<file path="src/rtl/fifo_access_arbiter.sv">
// fifo_access_arbiter
//   Access controller for a small FIFO. It arbitrates write access between
//   two producers with round-robin fairness and gates a single consumer's
//   reads. Its push/pop strobes never write a full FIFO and never read an
//   empty one. It keeps a shadow occupancy count, flags any disagreement
//   with the FIFO's status flags, and runs a flush sequence that drains the
//   FIFO.
//
// Ports
//   i_clk, i_rst            clock, asynchronous active-high reset
//   i_req_wr[1:0]           write requests, bit i from producer i
//   i_wr_data0/1            producer data
//   o_grant_wr[1:0]         one-hot write grant (combinational)
//   o_fifo_wr_data          data from the granted producer, 0 when idle
//   o_in_write_ctrl         FIFO push strobe
//   i_rd_req                consumer read request
//   o_rd_grant              consumer read accepted this cycle
//   o_in_read_ctrl          FIFO pop strobe
//   i_out_is_empty/full     FIFO status flags
//   i_flush                 single-cycle flush request
//   o_flush_busy            high while draining
//   o_flush_done            one-cycle pulse after a drain completes
//   o_occupancy             shadow entry count
//   o_err_mismatch          sticky flag-consistency error
module fifo_access_arbiter #(
  parameter int WIDTH = 8,
  parameter int DEPTH = 4,
  parameter int CW    = 3
) (
  input  logic             i_clk,
  input  logic             i_rst,
  input  logic [1:0]       i_req_wr,
  input  logic [WIDTH-1:0] i_wr_data0,
  input  logic [WIDTH-1:0] i_wr_data1,
  output logic [1:0]       o_grant_wr,
  output logic [WIDTH-1:0] o_fifo_wr_data,
  output logic             o_in_write_ctrl,
  input  logic             i_rd_req,
  output logic             o_rd_grant,
  output logic             o_in_read_ctrl,
  input  logic             i_out_is_empty,
  input  logic             i_out_is_full,
  input  logic             i_flush,
  output logic             o_flush_busy,
  output logic             o_flush_done,
  output logic [CW-1:0]    o_occupancy,
  output logic             o_err_mismatch
);

  localparam logic [0:0]    ST_RUN     = 1'b0;
  localparam logic [0:0]    ST_DRAIN   = 1'b1;
  localparam logic [CW-1:0] FULL_COUNT = CW'(DEPTH);

  logic [0:0]       r_state;
  logic             r_last;
  logic [CW-1:0]    r_occupancy;
  logic             r_err;
  logic             r_flush_done;

  logic             w_run;
  logic [1:0]       w_grant;
  logic [WIDTH-1:0] w_data;
  logic             w_push;
  logic             w_pop;
  logic             w_drain_exit;
  logic             w_mismatch;

  // Strobes are forced low combinationally while reset is asserted.
  assign w_run = (r_state == ST_RUN) && !i_rst;

  // Round-robin: on a tie the producer not granted most recently wins.
  // r_last holds the index of the last winner.
  always_comb begin
    w_grant = 2'b00;
    if (w_run && !i_out_is_full) begin
      case (i_req_wr)
        2'b01:   w_grant = 2'b01;
        2'b10:   w_grant = 2'b10;
        2'b11:   w_grant = r_last ? 2'b01 : 2'b10;
        default: w_grant = 2'b00;
      endcase
    end
  end

  always_comb begin
    case (w_grant)
      2'b01:   w_data = i_wr_data0;
      2'b10:   w_data = i_wr_data1;
      default: w_data = '0;
    endcase
  end

  assign w_push = |w_grant;

  // In DRAIN every non-empty cycle pops. The consumer never sees that data.
  assign w_pop = !i_rst && !i_out_is_empty && ((r_state == ST_DRAIN) || i_rd_req);

  // Leave DRAIN only once the shadow count is zero and nothing is popping.
  assign w_drain_exit = (r_state == ST_DRAIN) && (r_occupancy == '0) && !w_pop;

  assign w_mismatch = ((r_occupancy == '0) != i_out_is_empty) ||
                      ((r_occupancy == FULL_COUNT) != i_out_is_full);

  always_ff @(posedge i_clk or posedge i_rst) begin
    if (i_rst) begin
      r_state      <= ST_RUN;
      r_last       <= 1'b1;
      r_occupancy  <= '0;
      r_err        <= 1'b0;
      r_flush_done <= 1'b0;
    end else begin
      if (r_state == ST_RUN && i_flush)
        r_state <= ST_DRAIN;
      else if (w_drain_exit)
        r_state <= ST_RUN;

      if (w_push)
        r_last <= w_grant[1];

      // A simultaneous push and pop leaves the count unchanged.
      if (w_push && !w_pop)
        r_occupancy <= r_occupancy + CW'(1);
      else if (w_pop && !w_push)
        r_occupancy <= r_occupancy - CW'(1);

      r_flush_done <= w_drain_exit;

      if (w_mismatch)
        r_err <= 1'b1;
    end
  end

  assign o_grant_wr      = w_grant;
  assign o_fifo_wr_data  = w_data;
  assign o_in_write_ctrl = w_push;
  assign o_rd_grant      = w_run && i_rd_req && !i_out_is_empty;
  assign o_in_read_ctrl  = w_pop;
  assign o_flush_busy    = (r_state == ST_DRAIN);
  assign o_flush_done    = r_flush_done;
  assign o_occupancy     = r_occupancy;
  assign o_err_mismatch  = r_err;

endmodule
</file>
<file path="config.mk">
export PLATFORM = sky130hd
export DESIGN_NAME = fifo_access_arbiter
export DESIGN_NICKNAME = d
export VERILOG_FILES = /design/src/rtl/fifo_access_arbiter.sv
export SDC_FILE = /design/constraint.sdc
export NUM_CORES = 1
export LEC_CHECK = 0
export CAP_MARGIN = 30
export CORE_ASPECT_RATIO = 1.4
export CORE_MARGIN = 2
export CORE_UTILIZATION = 30
export CTS_BUF_LIST = sky130_fd_sc_hd__clkbuf_4
export DETAILED_ROUTE_END_ITERATION = 12
export PLACE_DENSITY = 0.84
export SLEW_MARGIN = 15
export SYNTH_ARGS = -nofsm -noshare
export SYNTH_HDL_FRONTEND = slang
export SYNTH_SLANG_ARGS = --single-unit
</file>
<file path="constraint.sdc">
create_clock -name i_clk -period 2.2 [get_ports i_clk]
set_clock_uncertainty 0.15 [all_clocks]
set_input_delay 0.44 -clock i_clk [delete_from_list [all_inputs] [get_ports i_clk]]
set_output_delay 0.44 -clock i_clk [all_outputs]
set_load 0.05 [all_outputs]
</file>
Yosys cells after proc, flatten, opt, wreduce, memory -nomap -nowiden:

Index checks and enable logic that the tools add are counted.

* flip-flop bits (word level): 7
* output and inout bits: 19
* input bits: 24
* logic and storage cells: 46

* reduce and logical (&&, ||, !) cells: 22
* $add $sub $neg: 2
* equal/unequal tests: 8
* muxes and demuxes: 8
* bitwise logic cells: 1

Operators by type and width (number)
* $pmux 8 s2: 1
* $logic_and 1x1->1: 11
* $eq 2x2->1 const B: 3
* $mux 3: 2
* $pmux 2 s3: 1
* $logic_not 1->1: 5
* $eq 2x1->1 const B: 2
* $mux 2: 2
* $reduce_bool 2->1: 2
* $add 3x1->3 const B: 1
* $eq 3x3->1 const B: 1
* $logic_not 3->1: 1
* $sub 3x1->3 const B: 1
* $logic_or 1x1->1: 2
* $mux 1: 2
* $ne 1x1->1: 2
* $reduce_or 2->1: 1
* $not 1->1: 1

Logic depth before layout (Yosys ltp):

Gate-level depths: netlist of run 1.

* depth after elaboration: 9
* gate-level depth with buffers: 10
* depth with buffers taken out: 10

Worst setup path before layout of run 1:

No wires, ideal clock.

* kind: reg-to-output
* start: register r_state, in the netlist o_flush_busy
* end: output o_fifo_wr_data[0]
* arrival: 2.548 ns
* path slack: -0.938 ns
* data required time: 1.610 ns
* stages on the path, launching flop included: 8
* cell sequence: dfrtp_1 nor3_2 nand3_1 inv_1 ha_1 buf_2 a22oi_1 nor2b_1

* longest elaborated chain between the ends: 6
* elaborated cells between the ends (all ways): 7

RTL lines
* start: declaration: RTL line 54 `logic [0:0] r_state;`
* start signal: assignment: RTL line 106 `r_state <= ST_RUN;`
* start signal: assignment: RTL line 113 `r_state <= ST_DRAIN;`
* start signal: assignment: RTL line 115 `r_state <= ST_RUN;`
* $not 1->1 (*): RTL line 69 `assign w_run = (r_state == ST_RUN) && !i_rst;`
* $logic_and 1x1->1 (*): RTL line 69
* $logic_and 1x1->1 (*): RTL line 75 `if (w_run && !i_out_is_full) begin`
* $mux 2 (*): RTL line 75
* via o_grant_wr[1]: RTL line 35 `output logic [1:0] o_grant_wr,`
* $eq 2x2->1 or $eq 2x1->1 (tied branches): RTL line 86 `case (w_grant)`
* $pmux 8 s2 (*): RTL line 86
* end: declaration: RTL line 36 `output logic [WIDTH-1:0] o_fifo_wr_data,`

The timed path passes the listed nets; every way through them passes the cells marked *.

Final worst setup path of run 1:

* start: register r_state, in the netlist o_flush_busy
* end: output o_fifo_wr_data[2]

* longest elaborated chain between the ends: 6
* elaborated cells between the ends (all ways): 7

RTL lines (RTL line)
* $not 1->1 (*): 69
* $logic_and 1x1->1 (*): 69
* $logic_and 1x1->1 (*): 75
* $mux 2 (*): 75
* $eq 2x2->1 or $eq 2x1->1 (tied branches): 86
* $pmux 8 s2 (*): 86

Mark *: on every way between the ends. The rest lies on a longest branch, timed or not.

==> impl_summary.md, run 1 <==
Synth
The area of the mapped netlist is 551.8 sq um. The average cell area after synthesis is 9.046 sq um. After synthesis, the cell types taking the most area are sky130_fd_sc_hd__dfrtp_1 (27%), sky130_fd_sc_hd__a22oi_1 (11%), sky130_fd_sc_hd__ha_1 (9.1%). The area fraction of the dominant cell type after synthesis is 27.21%. By count the netlist is led by sky130_fd_sc_hd__a22oi_1 (8), sky130_fd_sc_hd__nor2b_1 (8), sky130_fd_sc_hd__inv_1 (7). The synthesized flop and latch total is 7. The portion of the post-synthesis area used by sequential elements is 31.97%. The synthesized net count is 90.

The number of warnings reported in the yosys synthesis log is 0. The number of enable flip-flop cells after synthesis is 0. Counting flops with an async set or reset pin after synthesis yields a share of 100.0%. The post-synthesis cell count is 61. The synthesized design spends more area on one cell type than any other, namely sky130_fd_sc_hd__dfrtp_1. Among all flip-flop cells after synthesis, the most frequent one is sky130_fd_sc_hd__dfrtp_1. The number of distinct library cell variants in the gate-level netlist after synthesis is 22.

CTS
The clock sink count is 7. The total clock buffers created by CTS is 3. The CTS tree is done. The maximum count of clock buffers along a single path is 2.

The buffer type at the clock tree root is sky130_fd_sc_hd__clkbuf_4. The count of hold-fix buffers inserted at cts is 0. The clock insertion delay at the later pin of the skew report is 0.26 ns.

Clock-pin slew was measured on the worst setup and hold paths at 0.05 ns. In this run the number of H-tree levels came out at 1.

Power
The total power density per cell area is 647.9 mW/mm^2. The analysis attributes to cell leakage a power of 0.0005209 uW. The total power is 934.6 uW. The worst vdd rail ir drop is 0.0004337 V.

Final layout
The number of antenna diodes in the final layout is 0. Relative to the synthesized area, the layout overhead comes to 161.5%. The finished layout holds 139 standard cells, fillers aside.

The number of nets in the layout is 149. In the final layout, the share of cells above drive strength 1 is 60.50%.

Floorplan
The initial utilization of the core area, before any placement, comes to 31.41%. The number of placed I/O pins is 43. The placement row count is 18.

The die width is 40.25 um. In this run the standard cell core region covers 0.001757 sq mm. The die height is 54.75 um.

The area of the die is 0.002203 sq mm.

Detailed routing
In the routed layout, each cell is associated on average with a via count of 5.043. The number of detailed-routing iterations run before antenna repair is 1. Detailed routing inserted a total of 701 vias. The number of nets still failing antenna checks after routing is 0. After detailed routing, the number of remaining DRC violations is 0. The violation count after the first detailed-routing iteration is 0. After detailed routing, the average wire length per cell comes to 14.30 um.

For this block, the routed nets add up to 1.988 mm of wire.

Global route
The first-pass GRT wire length is 3.118 mm. Global routing used 21.51% of the available tracks across all layers. The via count of the first global-routing pass is 769.

The initial antenna violation count is 0. The pin count of the biggest net entering global routing is 9. After global routing the overflow that remains totals 0.

Run status
The flow ran to the end, but the final reports show violations. The checks that failed: setup timing.

Worst hold path
The min-delay analysis places its worst path in the category in -> async.

Timing
In the post-route analysis, the smallest setup slack over all paths is -0.2750 ns. The total negative slack is -2.290 ns. The total setup violations reported at the end of the flow is 11. For the pin with the worst max-slew slack, the measured transition is 0.4952 ns. The headroom to the max-slew limit is 66.89%. For this run, the top clock speed supported by timing is 404.0 MHz. Final hold analysis gives a worst-case slack of 0.1357 ns.

The post-route fraction of the period consumed by the critical path is 112.5%. The number of hold-slack violations in the final timing report is 0. The final period demand of the worst path is 2.475 ns.

Setup repair after global routing could not meet its margin everywhere. The max-slew violation count is 0.

Worst setup path
The number of buffers and inverters on the critical path is 3. The worst setup path is launched from a register. The critical path start-end classification is reg -> out. The signal on the critical path passes through nor3_4, nand3_2, buf_6, clkinvlp_4, ha_4, a22oi_2, nor2b_4, buf_12. Of all nets on the critical path, the largest fanout is 8.

The largest delay contributor family on the critical path is simple AND/OR/NAND/NOR gates. The capturing element type of the critical path is an output port. The signal arrival time at the worst endpoint is 1.88 ns. The critical path's largest stage delay is 0.42 ns. For the worst setup path, the data required time is 1.61 ns. The cell with the largest stage delay on the worst path is sky130_fd_sc_hd__dfrtp_2.

Placement
The total placed cells including tap cells is 134. The placer's final routability congestion estimate is 0.6381. Detailed placement finished with a half-perimeter wire length of 1.632 mm.

Input and output buffers added on the ports amount to 42.

Flow run
Across the run, the number of max-cap violations was 0.
==> timing repair <==
action | in CTS | in global routing
resized for setup | 17 | 5
setup endpoints to repair | 15 | 13
pin swaps | 8 | 7
buffers inserted | 2 | 0
==> power by group <==
part           switching (uW)  total [uW]  internal, uW
combinational             312         559           247
clock                    48.0         130          81.5
sequential               69.6         246           177
==> stage by stage <==
stage / area, sq um / util, % / setup slack (ns)
2_1_floorplan: 708.2 / - / -0.2772
3_3_place_gp: 1355 / 77.14 / -0.6100
3_5_place_dp: 1355 / 77.14 / -0.6653
4_1_cts: 1444 / 82.19 / -0.3146
5_1_grt: 1443 / 82.12 / -0.3581
6_report: 1443 / 82.12 / -0.2750
==> layout make-up <==
class,instances,area (sq um)
Clock buffer,4,30.03
Fill cell,114,314.1
Inverter,7,37.54
Multi-Input combinational cell,45,521.8
Sequential cell,7,177.7
Tap cell,20,25.02
Timing Repair Buffer,56,650.6
==> sequential cells by signal (all words and copies together) (netlist names) <==
signal	count
o_err_mismatch	1
o_flush_busy	1
o_flush_done	1
r_last	1
o_occupancy	3
==> cell usage in the layout (no fill, tap or decap), drive strengths merged, types with 3 or more instances in the layout <==
cell and n:
clkinvlp 3, nor2b 8, nand2 3, nor2 4, inv 4, dfrtp 6, ha 4, clkdlybuf4s50 22
a22oi 8, nand2b 3, buf 30, clkbuf 6
==> tightest hold or removal path, delay by kind of cell <==
kind | cells | cell delay [ns]
buffers and inverters | 3 | 0.48
==> final timing paths <==
kind | start | endpoint | slack, ns | cells after the start
max in group asynchronous | i_rst | r_last | 1.49 | 3
min in group i_clk | o_err_mismatch | o_err_mismatch | 0.33 | 2
worst min-delay path | i_rst | o_flush_done | 0.14 | 3
worst max register to register | o_flush_busy | o_occupancy[2] | -0.10 | 11
worst min register to register | o_err_mismatch | o_err_mismatch | 0.33 | 2
worst max-delay path | o_flush_busy | o_fifo_wr_data[2] | -0.27 | 8
==> cell families after synthesis <==
| logic type | Yosys count | synth area share, % |
|---|---|---|
| AO/OA/AOI/OAI | 13 | 17.23 |
| XOR/XNOR | 3 | 4.763 |
| adder cells (fa/ha/maj) | 5 | 12.70 |
| buffers and inverters | 9 | 6.577 |
| flip-flops | 7 | 31.97 |
| multiplexers | 1 | 2.041 |
| AND/OR/NAND/NOR | 23 | 24.72 |
==> layer usage <==
metal  vias to the layer above  share of wire (%)  track usage, %
met5                         -                  0               0
met4                         0                1.3           8.333
met3                         2                 12           7.724
met2                        46                 59           43.28
met1                       323                 28           17.41
li1                        330                  -               -
Power figures use the tool's default switching activity.
==> inputs of run 2 (changes only) <==
--- a/config.mk
+++ b/config.mk
@@ -12,6 +12,7 @@
 export CTS_BUF_LIST = sky130_fd_sc_hd__clkbuf_4
 export DETAILED_ROUTE_END_ITERATION = 12
 export PLACE_DENSITY = 0.84
+export RECOVER_POWER = 50
 export SLEW_MARGIN = 15
 export SYNTH_ARGS = -nofsm -noshare
 export SYNTH_HDL_FRONTEND = slang
==> run 2 against run 1 <==
Against the previous run:
- the run still ends with setup timing left
- routed wire length is 1.1% higher
- non-clock buffer count stayed put
- die area stayed put
- via count is 0.71% lower
- critical path type unchanged
- largest cell class unchanged
- highest routed layer unchanged
==> impl_summary.md, run 2 (synthesis gave the netlist of run 1 again) <==
Run status
The run finished, with violations left. The checks that failed: setup timing.

Floorplan
The placement row count is 18 (unchanged). The die width is 40.25 um (unchanged). The number of placed I/O pins is 43 (unchanged). The die height is 54.75 um (unchanged). The area of the die is 0.002203 sq mm (unchanged).

The initial cell density of the core is 31.41% (unchanged). The core area is 0.001757 sq mm (unchanged).

Flow run
The number of max-cap violations is 0 (unchanged).

Power
The static power due to leakage came to 0.0005097 uW (-2.2%). The fraction of power spent switching nets is 46.30% (+0.32 points). The switching power of the nets came to 424.9 uW (-1.1%). The total power is 917.7 uW (-1.8%). The sequential share of power came to 26.5% (about the same). The total power density per cell area was 642.8 mW/mm^2 (-0.78%).

The worst vdd rail ir drop came to 0.0004275 V (-1.4%). The internal power contribution is 492.8 uW (-2.4%). The combinational share of power is 59.4% (-0.4 points). The share of total power in the clock network is 14.1% (+0.2 points).

Global route
The via count of the first global-routing pass is 769 (unchanged). The initial antenna violation count is 0 (unchanged). The global-route track usage on met3 was 7.724% (unchanged). The most congested layer reported by global routing is met2. The global-route usage over all layers came to 21.51% (unchanged). The pin count of the biggest net entering global routing is 9 (unchanged). The global routing usage on met2 is 43.28% (unchanged).

The first-pass GRT wire length was 3.118 mm (unchanged). The met1 track demand over resource is 17.41% (unchanged). The sum of overflow across all layers after global routing is 0 (unchanged).

Worst setup path
STA classifies the critical path endpoint as an output port. The end of the worst register-to-register path is o_occupancy[2]. The flop-to-flop setup slack is -0.10 ns (about the same). The maximum fanout along the worst path is 8 (unchanged). The cell count of the worst reg-to-reg path is 11 (unchanged).

The critical path is of the reg -> out type. The signal arrival time at the worst endpoint is 1.88 ns (about the same). The kind of launch point of the worst setup path is a register. The required time reported for the critical path endpoint is 1.61 ns (about the same). In this run the critical register-to-register path is launched from o_flush_busy.

Timing
The total negative slack was -2.370 ns (-0.07970 ns). Setup repair after global routing could not meet its margin everywhere. The max-slew violation count is 0 (unchanged). The maximum achievable frequency was 404.2 MHz (about the same). The actual transition at the worst max-transition pin is 0.5939 ns (+0.09876 ns). The total setup violations reported at the end of the flow was 13 (+2). The worst-case hold slack is 0.1677 ns (+0.03203 ns). The final period demand of the worst path is 2.474 ns (-0.001128 ns). The headroom to the max-slew limit came to 60.58% (-6.3 points). The setup slack of the critical path after layout is -0.2738 ns (+0.001128 ns). The post-route fraction of the period consumed by the critical path came to 112.4% (about the same). The number of hold-slack violations in the final timing report is 0 (unchanged).

Detailed routing
The number of detailed-routing iterations run before antenna repair is 1 (unchanged). The number of nets still failing antenna checks after routing is 0 (unchanged). The detail-routed net length per standard cell is 14.45 um (+1.1%).

The final routed DRC violation total is 0 (unchanged). The via count is 696 (-0.71%). The number of vias per cell after detailed routing is 5.007 (-0.71%). The violation count after the first detailed-routing iteration is 0 (unchanged). The sum of routed wire length over all layers was 2.009 mm (+1.1%).

Final layout
Leaving out fill and tap cells, the most frequent cell in the layout is sky130_fd_sc_hd__clkdlybuf4s50_1. The layout filler cell count was 115 (+0.88%). The area growth from synthesis to layout is 158.7%. The number of flip-flops in the largest register is 3 (unchanged).

The layout cell share with drive strength beyond 1 is 57.14% (-3.4 points). In the layout the commonest cells are sky130_fd_sc_hd__clkdlybuf4s50_1 (21), sky130_fd_sc_hd__buf_12 (13), sky130_fd_sc_hd__buf_4 (11). The count of inserted antenna diode cells is 0 (unchanged). The number of nets in the layout was 149 (unchanged).

Placement
The number of port buffers was 42 (unchanged). The placer's final routability congestion estimate is 0.6381 (unchanged). The detailed placer's ending HPWL came to 1.632 mm (unchanged).

CTS
The clock edge transition at the registers on the reported setup and hold paths is 0.05 ns (about the same). The maximum count of clock buffers along a single path is 2 (unchanged). The clock sink count came to 7 (unchanged). TritonCTS built the clock tree. The H-tree depth is 1 (unchanged).

The count of hold-fix buffers inserted at cts is 0 (unchanged). The total clock buffers created by CTS was 3 (unchanged). The tree is rooted in a sky130_fd_sc_hd__clkbuf_4.

The clock insertion delay at the later pin of the skew report came to 0.26 ns (about the same).

Worst hold path
The type of the tightest min-delay check is in -> async.
[run 2: cell count changes in the layout (fill, tap and decap cells not counted)]
cell / delta
sky130_fd_sc_hd__clkbuf_1: +3
sky130_fd_sc_hd__buf_4: -2
sky130_fd_sc_hd__clkbuf_2: -1
sky130_fd_sc_hd__clkdlybuf4s50_1: -1
sky130_fd_sc_hd__dlygate4sd3_1: +1
sky130_fd_sc_hd__nor4_1: +1
sky130_fd_sc_hd__nor4_2: -1
sky130_fd_sc_hd__o311ai_0: +1
sky130_fd_sc_hd__o311ai_1: -1
[run 2: stage by stage]
| step | std cells | worst slack (ns) | utilization (%) | cell area [sq um] |
|---|---|---|---|---|
| final | 139 | -0.2738 | 81.27 | 1428 |
| after global routing | 139 | -0.3581 | 81.27 | 1428 |
| after detailed placement | 134 | -0.6653 | 77.14 | 1355 |
| after floorplan | 61 | -0.2772 | - | 708.2 |
| after global placement | 134 | -0.6100 | 77.14 | 1355 |
| after CTS | 139 | -0.3146 | 82.19 | 1444 |
[run 2: area by class of cell]
type	count	area, sq um	area share [%]
Inverter	7	37.54	2.629
Sequential cell	7	177.7	12.45
Timing Repair Buffer	56	641.9	44.96
Tap cell	20	25.02	1.753
Multi-Input combinational cell	45	515.5	36.11
Clock buffer	4	30.03	2.103
[run 2: worst max-delay path by stage]
| stage | slack (ns) | to | cells past startpoint | start |
|---|---|---|---|---|
| 6_report | -0.27 | o_fifo_wr_data[2] | 8 | o_flush_busy |
| 5_1_grt | -0.36 | o_fifo_wr_data[5] | 8 | o_flush_busy |
| 4_1_cts | -0.31 | o_fifo_wr_data[2] | 8 | o_flush_busy |
| 3_5_place_dp | -0.67 | o_fifo_wr_data[2] | 9 | i_out_is_full |
| 3_3_place_gp | -0.61 | o_fifo_wr_data[6] | 9 | i_out_is_full |
| 2_1_floorplan | -0.28 | o_fifo_wr_data[2] | 7 | o_flush_busy |
[run 2: worst max-delay path: stages, from the launching register on]
cell and delay, ns:
sky130_fd_sc_hd__dfrtp_2 0.42, sky130_fd_sc_hd__nor3_4 0.21, sky130_fd_sc_hd__nand3_2 0.14, sky130_fd_sc_hd__buf_6 0.16, sky130_fd_sc_hd__clkinvlp_4 0.08, sky130_fd_sc_hd__ha_4 0.21
sky130_fd_sc_hd__a22oi_2 0.11, sky130_fd_sc_hd__nor2b_4 0.14, sky130_fd_sc_hd__buf_12 0.14
[run 2: repair_timing]
action / in CTS / in global routing
resized for setup: 17 / 5
endpoints found under the setup margin: 15 / 13
pin swaps: 8 / 7
setup buffers: 2 / 0
[run 2: power by group through the flow]
| stage | logic, uW | registers, uW | clock network, uW |
|---|---|---|---|
| 4_1_cts | 560 | 247 | 135 |
| 5_1_grt | 588 | 251 | 138 |
| 6_report | 545 | 243 | 130 |
| 3_3_place_gp | 533 | 245 | 0 |
| 3_5_place_dp | 547 | 248 | 0 |
| 2_1_floorplan | 180 | 388 | 0 |
[run 2: routing by layer]
| metal | up-vias | share of wire [%] |
|---|---|---|
| met5 | - | 0 |
| met2 | 46 | 59 |
| met1 | 317 | 29 |
| li1 | 331 | - |
| met4 | 0 | 1.2 |
| met3 | 2 | 12 |
==> inputs of run 3 (changes only) <==
--- a/config.mk
+++ b/config.mk
@@ -13,7 +13,7 @@
 export DETAILED_ROUTE_END_ITERATION = 12
 export PLACE_DENSITY = 0.84
 export RECOVER_POWER = 50
-export SLEW_MARGIN = 15
+export SLEW_MARGIN = 5
 export SYNTH_ARGS = -nofsm -noshare
 export SYNTH_HDL_FRONTEND = slang
 export SYNTH_SLANG_ARGS = --single-unit
==> results of run 3 <==
The final DEF is identical to that of run 2; final timing and power are the same.
